`config.mk`:
```
export PLATFORM = sky130hd
export DESIGN_NAME = freq_meas_sequencer
export DESIGN_NICKNAME = d
export VERILOG_FILES = /design/src/rtl/freq_meas_pkg.sv /design/src/rtl/freq_frame_tx.sv /design/src/rtl/freq_meas_sequencer.sv
export SDC_FILE = /design/constraint.sdc
export NUM_CORES = 1
export LEC_CHECK = 0
export CORE_MARGIN = 2
export CORE_UTILIZATION = 50
export CTS_BUF_LIST = sky130_fd_sc_hd__clkbuf_2
export CTS_CLUSTER_DIAMETER = 40
export DETAILED_ROUTE_END_ITERATION = 6
export DONT_BUFFER_PORTS = 1
export HOLD_SLACK_MARGIN = 0.12
export PLACE_DENSITY_LB_ADDON = 0.08
export SLEW_MARGIN = 25
export SYNTH_ARGS = -nofsm -noshare
export SYNTH_HDL_FRONTEND = slang
export SYNTH_HIERARCHICAL = 1
export SYNTH_SLANG_ARGS = --single-unit
```
`constraint.sdc`:
```
create_clock -name baseClk -period 2.5 [get_ports baseClk]
set_input_delay 0.5 -clock baseClk [delete_from_list [all_inputs] [get_ports baseClk]]
set_output_delay 0.5 -clock baseClk [all_outputs]
set_load 0.05 [all_outputs]
```
`src/rtl/freq_meas_pkg.sv`:
```
// freq_meas_pkg: shared state encoding, frame constants and checksum helper for the frequency-measurement sequencer
package freq_meas_pkg;
  typedef enum logic [2:0] {
    S_IDLE  = 3'd0,
    S_CLEAR = 3'd1,
    S_RUN   = 3'd2,
    S_LATCH = 3'd3,
    S_SEND  = 3'd4,
    S_GAP   = 3'd5
  } state_t;
  localparam logic [7:0] FRAME_HDR = 8'hFF;
  localparam logic [7:0] TAG_OK    = 8'h00;
  localparam logic [7:0] TAG_OVF   = 8'hEE;
  localparam logic [7:0] TAG_TMO   = 8'hEF;
  localparam int         FRAME_LEN = 7;
  function automatic logic [7:0] frame_chk(input logic [7:0] tag, input logic [31:0] r);
    return tag ^ r[7:0] ^ r[15:8] ^ r[23:16] ^ r[31:24];
  endfunction
endpackage

```
`src/rtl/freq_frame_tx.sv`:
```
// freq_frame_tx: latches a tagged result and streams its 7-byte frame over the sendEnable/sendBusy handshake
module freq_frame_tx
  import freq_meas_pkg::*;
(
  input  logic        baseClk,
  input  logic        hard_Clr,
  input  logic        load,
  input  logic [7:0]  tag_in,
  input  logic [31:0] result_in,
  input  logic        sendBusy,
  output logic [7:0]  data,
  output logic        sendEnable,
  output logic        done
);
  logic [7:0]  tag;
  logic [31:0] result;
  logic [2:0]  idx;
  logic        active;
  logic        accept;
  logic [7:0]  cur;
  assign accept = sendEnable && !sendBusy;
  assign done = accept && idx == 3'(FRAME_LEN - 1);
  always_comb
    cur = idx == 3'd0 ? FRAME_HDR :
          idx == 3'd1 ? tag :
          idx == 3'd2 ? result[7:0] :
          idx == 3'd3 ? result[15:8] :
          idx == 3'd4 ? result[23:16] :
          idx == 3'd5 ? result[31:24] : frame_chk(tag, result);
  always_ff @(posedge baseClk)
    if (hard_Clr) begin
      tag <= '0;
      result <= '0;
      idx <= '0;
      active <= 1'b0;
      sendEnable <= 1'b0;
      data <= '0;
    end else if (load) begin
      tag <= tag_in;
      result <= result_in;
      idx <= '0;
      active <= 1'b1;
      sendEnable <= 1'b0;
    end else if (accept) begin
      sendEnable <= 1'b0;
      idx <= idx + 3'd1;
      active <= !done;
    end else if (active && !sendEnable) begin
      sendEnable <= 1'b1;
      data <= cur;
    end
endmodule

```
`src/rtl/freq_meas_sequencer.sv`:
```
// freq_meas_sequencer: sequences clear/run/latch of the reciprocal counter and sends each result as a 7-byte frame
module freq_meas_sequencer
  import freq_meas_pkg::*;
#(
  parameter logic [31:0] TIMEOUT_CYC = 32'd50_000_000,
  parameter logic [15:0] GAP_CYC     = 16'd1000,
  parameter int          CNT_W       = 32
) (
  input  logic             baseClk,
  input  logic             hard_Clr,
  input  logic             start,
  input  logic             cfg_auto,
  output logic             cnt_clr,
  output logic             cnt_run,
  input  logic             cnt_done,
  input  logic             cnt_ovf,
  input  logic [CNT_W-1:0] cnt_base,
  output logic [7:0]       data,
  output logic             sendEnable,
  input  logic             sendBusy,
  output logic             busy,
  output logic [7:0]       err_cnt
);
  state_t      state;
  logic [31:0] timer;
  logic [15:0] gap;
  logic        clr_n;
  logic [7:0]  tag;
  logic        tx_done;
  assign busy = state != S_IDLE;
  freq_frame_tx u_tx (
    .baseClk   (baseClk),
    .hard_Clr  (hard_Clr),
    .load      (state == S_LATCH),
    .tag_in    (tag),
    .result_in (tag == TAG_OK ? 32'(cnt_base) : 32'd0),
    .sendBusy  (sendBusy),
    .data      (data),
    .sendEnable(sendEnable),
    .done      (tx_done)
  );
  always_ff @(posedge baseClk)
    if (hard_Clr) begin
      state <= S_IDLE;
      cnt_clr <= 1'b0;
      cnt_run <= 1'b0;
      err_cnt <= '0;
      timer <= '0;
      gap <= '0;
      clr_n <= 1'b0;
      tag <= TAG_OK;
    end else
      case (state)
        S_IDLE:
          if (start || cfg_auto) begin
            state <= S_CLEAR;
            cnt_clr <= 1'b1;
            clr_n <= 1'b0;
          end
        S_CLEAR: begin
          clr_n <= 1'b1;
          if (clr_n) begin
            state <= S_RUN;
            cnt_clr <= 1'b0;
            cnt_run <= 1'b1;
            timer <= '0;
          end
        end
        S_RUN: begin
          timer <= timer + 32'd1;
          if (cnt_ovf || cnt_done || timer == TIMEOUT_CYC - 32'd1) begin
            state <= S_LATCH;
            cnt_run <= 1'b0;
            tag <= cnt_ovf ? TAG_OVF : cnt_done ? TAG_OK : TAG_TMO;
          end
        end
        S_LATCH: begin
          state <= S_SEND;
          if (tag != TAG_OK && err_cnt != 8'hFF)
            err_cnt <= err_cnt + 8'd1;
        end
        S_SEND:
          if (tx_done) begin
            state <= cfg_auto ? S_GAP : S_IDLE;
            gap <= '0;
          end
        S_GAP: begin
          gap <= gap + 16'd1;
          if (gap == GAP_CYC - 16'd1) begin
            state <= cfg_auto ? S_CLEAR : S_IDLE;
            cnt_clr <= cfg_auto;
            clr_n <= 1'b0;
          end
        end
        default: state <= S_IDLE;
      endcase
endmodule

```
; Word level (Yosys, flattened, before mapping)
; Cells that the tools add are included.
[totals]
ff_bits = 123
output_inout_bits = 20
[op_classes]
add_sub_neg = 4
eq_ne = 19
mux = 33
n_bitwise = 6
n_reduce_logical = 30
[op_table]
columns = cell, n
row1 = two-way mux 32 bit, 2
row2 = two-way mux 8 bit, 8
row3 = one-hot mux 32 bit (2 select lines), 1
row4 = adder 32 x 1 -> 32 bit (second input constant), 1
row5 = equality test 32 x 26 -> 1 bit (second input constant), 1
row6 = one-hot mux 16 bit (2 select lines), 1
row7 = bitwise XOR 8 bit, 4
row8 = two-way mux 3 bit, 6
row9 = one-hot mux 3 bit (6 select lines), 1
row10 = adder 16 x 1 -> 16 bit (second input constant), 1
row11 = equality test 16 x 10 -> 1 bit (second input constant), 1
row12 = two-way mux 16 bit, 1
row13 = equality test 3 bit (second input constant), 5
row14 = equality test 3 x 2 -> 1 bit (second input constant), 4
row15 = two-way mux 1 bit, 10
row16 = AND reduction 3 bit, 3
row17 = adder 8 x 1 -> 8 bit (second input constant), 1
row18 = logical NOT 8 bit, 1
row19 = inequality test 2 bit (second input constant), 4
row20 = inequality test 8 bit (second input constant), 1
row21 = AND reduction 2 bit, 4
row22 = nonzero test 8 bit, 1
row23 = equality test 3 x 1 -> 1 bit (second input constant), 2
row24 = logical NOT 3 bit, 2
row25 = 14 further kinds, 26

; Logic depth before layout (Yosys ltp)
[depth]
word_depth = 10
mapped_depth = 9

; Hierarchy
; The synthesis kept the hierarchy.
[by_module_without_submodules]
columns = module, instances, cells_each, area_each_um2, seq_area_each_um2
row1 = freq_meas_sequencer, 1, 451, 3643.5, 1281.2
row2 = freq_frame_tx, 1, 317, 2821.5, 1061.0

; Worst setup path after synthesis
; No wires, ideal clock.
[synth_timing]
path_type = reg2reg
from = register u_tx.sendEnable
to = register state[0]
setup_ns = 0.135
arrival_time_ns = 2.112
required_time_ns = 2.365
slack_ns = 0.253
path_stages_with_launch = 8
path_buffers = 1
synth_period_minus_slack_ns = 2.247
cell_sequence = dfxtp_1 > nor2b_1 > clkbuf_1 > and3_1 > nor2b_1 > o311a_1 > o311ai_0 > o41ai_1
[synth_between]
elab_chain_len = 4
[synth_lines]
columns = element, line_no
row1 = start: declaration, freq_frame_tx.sv:12  ; output logic sendEnable,
row2 = start signal: assignment, freq_frame_tx.sv:36  ; sendEnable <= 1'b0;
row3 = start signal: assignment, freq_frame_tx.sv:43  ; sendEnable <= 1'b0;
row4 = start signal: assignment, freq_frame_tx.sv:45  ; sendEnable <= 1'b0;
row5 = logical AND 1 bit, freq_frame_tx.sv:21  ; assign accept = sendEnable && !sendBusy;
row6 = logical AND 1 bit, freq_frame_tx.sv:22  ; assign done = accept && idx == 3'(FRAME_LEN - 1);
row7 = net tx_done, freq_meas_sequencer.sv:29  ; logic tx_done;
row8 = inequality test 2 x 1 -> 1 bit (no source line), n/a
row9 = AND reduction 5 bit (no source line), n/a
row10 = end signal: assignment, freq_meas_sequencer.sv:84  ; state <= cfg_auto ? S_GAP : S_IDLE;
row11 = end signal: assignment, freq_meas_sequencer.sv:90  ; state <= cfg_auto ? S_CLEAR : S_IDLE;
row12 = end: declaration, freq_meas_sequencer.sv:24  ; state_t state;
; The timed path passes the listed nets, and every way through them passes these cells.
; A chain may end at the register's enable or synchronous reset.

; Worst setup path in the final report
[layout_timing]
from = register state[1]
to = register u_tx.result[13]
[layout_between]
elab_chain_len = 1
[layout_lines]
columns = element, line_no
row1 = equality test 3 x 2 -> 1 bit, freq_meas_sequencer.sv:34  ; .load (state == S_LATCH),
row2 = end signal: assignment, freq_frame_tx.sv:40  ; result <= result_in;
row3 = end: declaration, freq_frame_tx.sv:16  ; logic [31:0] result;
; No other way between the ends.

==> impl_metrics.ini <==
[outcome]
status = finished, final reports clean

[clock_network]
clockBufferDepth = 2
ctsHtreeMaxLevel = 4
clkTransAtPathRegs_ns = 0.17
cts_tree = done
root_buffer = clkbuf_2
cts_buffers = 17
cts_setup_buffers = 0
clkLatencyLatePin_ns = 0.69
cts.sinks = 117

[synthesis]
synthArstFlopShare_pct = 0
synth_mux_area_share_pct = 8.79
synthAdderAreaFrac_pct = 1.55
synth.avg_cell_area_um2 = 8.42
netlist_area_um2 = 6460
synth_ff_type = dfxtp_1
synth_compound_area_share_pct = 15.7
synth_top_family_by_area = simple AND/OR/NAND/NOR gates
synth_seq_cells = 117
synthCells = 768
ys.warnings.count = 6
yosysUniqueCellTypes = 71
synth-xor-area-share_pct = 5.26
synth_edf_count = 0
syn_nets = 815
ys_seq_area_share_pct = 36.2
synth-simple-area-share_pct = 28.9

[detailed_routing]
first_pass_iters = 6
drcViolationCount = 0
ant_nets = 0
vias_per_cell = 5.71
vias = 5654
drt-initial-drc-count = 389
wl_per_cell_um = 16.5
drt_wl_total_mm = 16.4

[pwr]
peakVddDrop_mv = 0.303
total_power_mw = 3.61
cellLeakagePower_nw = 2.65
power_density_nw_per_um2 = 497

[finish]
final_cells = 991
final_common_cell = nor2_1
post-route-util_pct = 57.5
layout.nets = 854
postLayoutCellArea_um2 = 7260
area_delta_synth_final_pct = 12.3
final_cell_mix = nor2_1, dfxtp_1, mux2i_1
final_layout_size_suffix_gt1_share_pct = 11.2
fillers = 1196
antenna_cells = 0

[critical_path]
worst_r2r_path_depth = 5
cp.required_ns = 3.10
r2r_slack_ns = 0.21
path_max_fanout = 42
slowest_stage = dfxtp_1
cp-end-kind = flop
critPathBufInv = 2
reg2reg_from = state[1]
slowest_delay_ns = 0.58
critical_path.top_delay_family = buffers and inverters
worst_r2r_endpoint = u_tx/result[13]
start_kind = flop
worst_ep_arrival_time_ns = 2.89
critical_path_class = flop to flop
worstPathCellList = and3b_2, buf_12, mux2i_1, nor2_1, dlygate4sd3_1

[sta]
finClkSkew_ns = 0.0299
finalSetupViolations = 0
period_share_pct = 91.5
period_needed_ns = 2.29
worst_slew_pin_slew_ns = 0.846
relSlewSlack_pct = 43.2
whs_ns = 0.193
tns_ns = 0
grt_setup_unrepaired = false
setup_slack_ns = 0.212
fmax_ghz = 0.437
hold_violations = 0
drv_slew = 0

[global_routing]
antenna_found_initial = 0
grt_max_degree = 112
grt.overflow.total = 0
grt_pass1_wl_mm = 28.1
track_usage_pct = 24.9
grt_pass1_vias = 5584

[worst_hold_path]
whs_path_depth = 3
hp-class = primary input to flop
hold_path.startpoint = cfg_auto
whs_endpoint = cnt_clr

[die]
core_um2 = 12600
dieWidth_um = 118
fp.dieH_um = 118
ios = 59
start_util_pct = 51.2
rows = 41
die-area_um2 = 13900

[flow_run]
drv_cap = 0

[placement]
dp.cells = 922
dp_hpwl_mm = 10.7
numPortBuffers = 0
placed_area_um2 = 6700
place_congestion = 0.802
dpl_worst_slack_ns = 0.480
==> worst register-to-register path, cell delays in order, from the launching register on <==
cell and delay [ns]:
dfxtp_1 0.58, and3b_2 0.45, buf_12 0.33, mux2i_1 0.25
nor2_1 0.05, dlygate4sd3_1 0.56
==> cell usage after synthesis, types with 11 or more instances <==
| cell type | number | area share, % |
|---|---|---|
| o21ai_0 | 41 | 3.2 |
| buf_2 | 12 | 0.93 |
| a21oi_1 | 35 | 2.7 |
| nand2_1 | 36 | 2.1 |
| nor2b_1 | 14 | 1.4 |
| and3_1 | 15 | 1.5 |
| nor2_1 | 121 | 7.0 |
| nor3_1 | 11 | 0.85 |
| inv_1 | 11 | 0.64 |
| and2_1 | 38 | 3.7 |
| nand3_1 | 25 | 1.9 |
| a211oi_1 | 12 | 1.4 |
| dfxtp_1 | 117 | 36 |
| xnor2_1 | 17 | 2.3 |
| mux2i_1 | 50 | 7.7 |
| or4_1 | 12 | 1.4 |
| nand4_1 | 11 | 1.1 |
| clkbuf_1 | 26 | 1.5 |
==> cell type report <==
type | instances | area [um^2] | area share [%]
inverter | 11 | 41.3 | 0.569
clock buffer | 23 | 115 | 1.59
clock inverter | 8 | 36.3 | 0.500
tap | 172 | 215 | 2.97
sequential | 117 | 2340 | 32.3
multi-input combinational | 596 | 3900 | 53.7
timing repair buffer | 64 | 606 | 8.34
==> worst max-delay path by stage <==
stage | depth (start not counted) | slack, ns | to | startpoint
final | 5 | 0.21 | u_tx/result[13] | state[1]
after global routing | 5 | 0.05 | u_tx/result[13] | state[1]
after CTS | 1 | 0.05 | busy | state[0]
after detailed placement | 6 | 0.48 | u_tx/data[0] | u_tx/idx[0]
after global placement | 5 | 0.53 | gap[7] | state[0]
after floorplan | 7 | 0.25 | state[0] | u_tx/sendEnable
==> cells by family (layout without fill, tap and decap cells) <==
logic type / after synthesis / after routing
simple gates: 343 / 343
other cells: 1 / 1
flops: 117 / 117
mux: 56 / 56
xor+xnor: 32 / 32
compound gates: 156 / 156
buf+inv: 55 / 106
fa+ha+maj: 8 / 8
==> sequential cells by signal, indices dropped and copies added (netlist names) <==
register	count
timer	32
u_tx/result	32
gap	16
err_cnt	8
u_tx/data	8
u_tx/tag	8
state	3
u_tx/idx	3
tag	2
clr_n	1
cnt_clr	1
cnt_run	1
u_tx/active	1
u_tx/sendEnable	1
==> timing repair <==
item                                    4_1_cts  5_1_grt
endpoints found under the setup margin        0        2
hold endpoints to repair                    116        0
gates resized for setup                       0        2
hold buffers                                 38        0
==> metal layers <==
| metal | vias to the layer above | part of all wire, % | GRT usage, % |
|---|---|---|---|
| met1 | 2661 | 49 | 34.8 |
| met3 | 23 | 5.3 | 5.14 |
| met5 | - | 0 | 0 |
| met2 | 135 | 45 | 38.4 |
| li1 | 2835 | - | - |
| met4 | 0 | 1.4 | 8.13 |
==> power by group <==
group          leakage (nW)  internal [mW]  switching, mW
clock network         0.120          0.259          0.686
logic                  1.58          0.256          0.313
registers             0.943           1.93          0.167
total                  2.65           2.44           1.17
(Power assumes the default switching activity.)
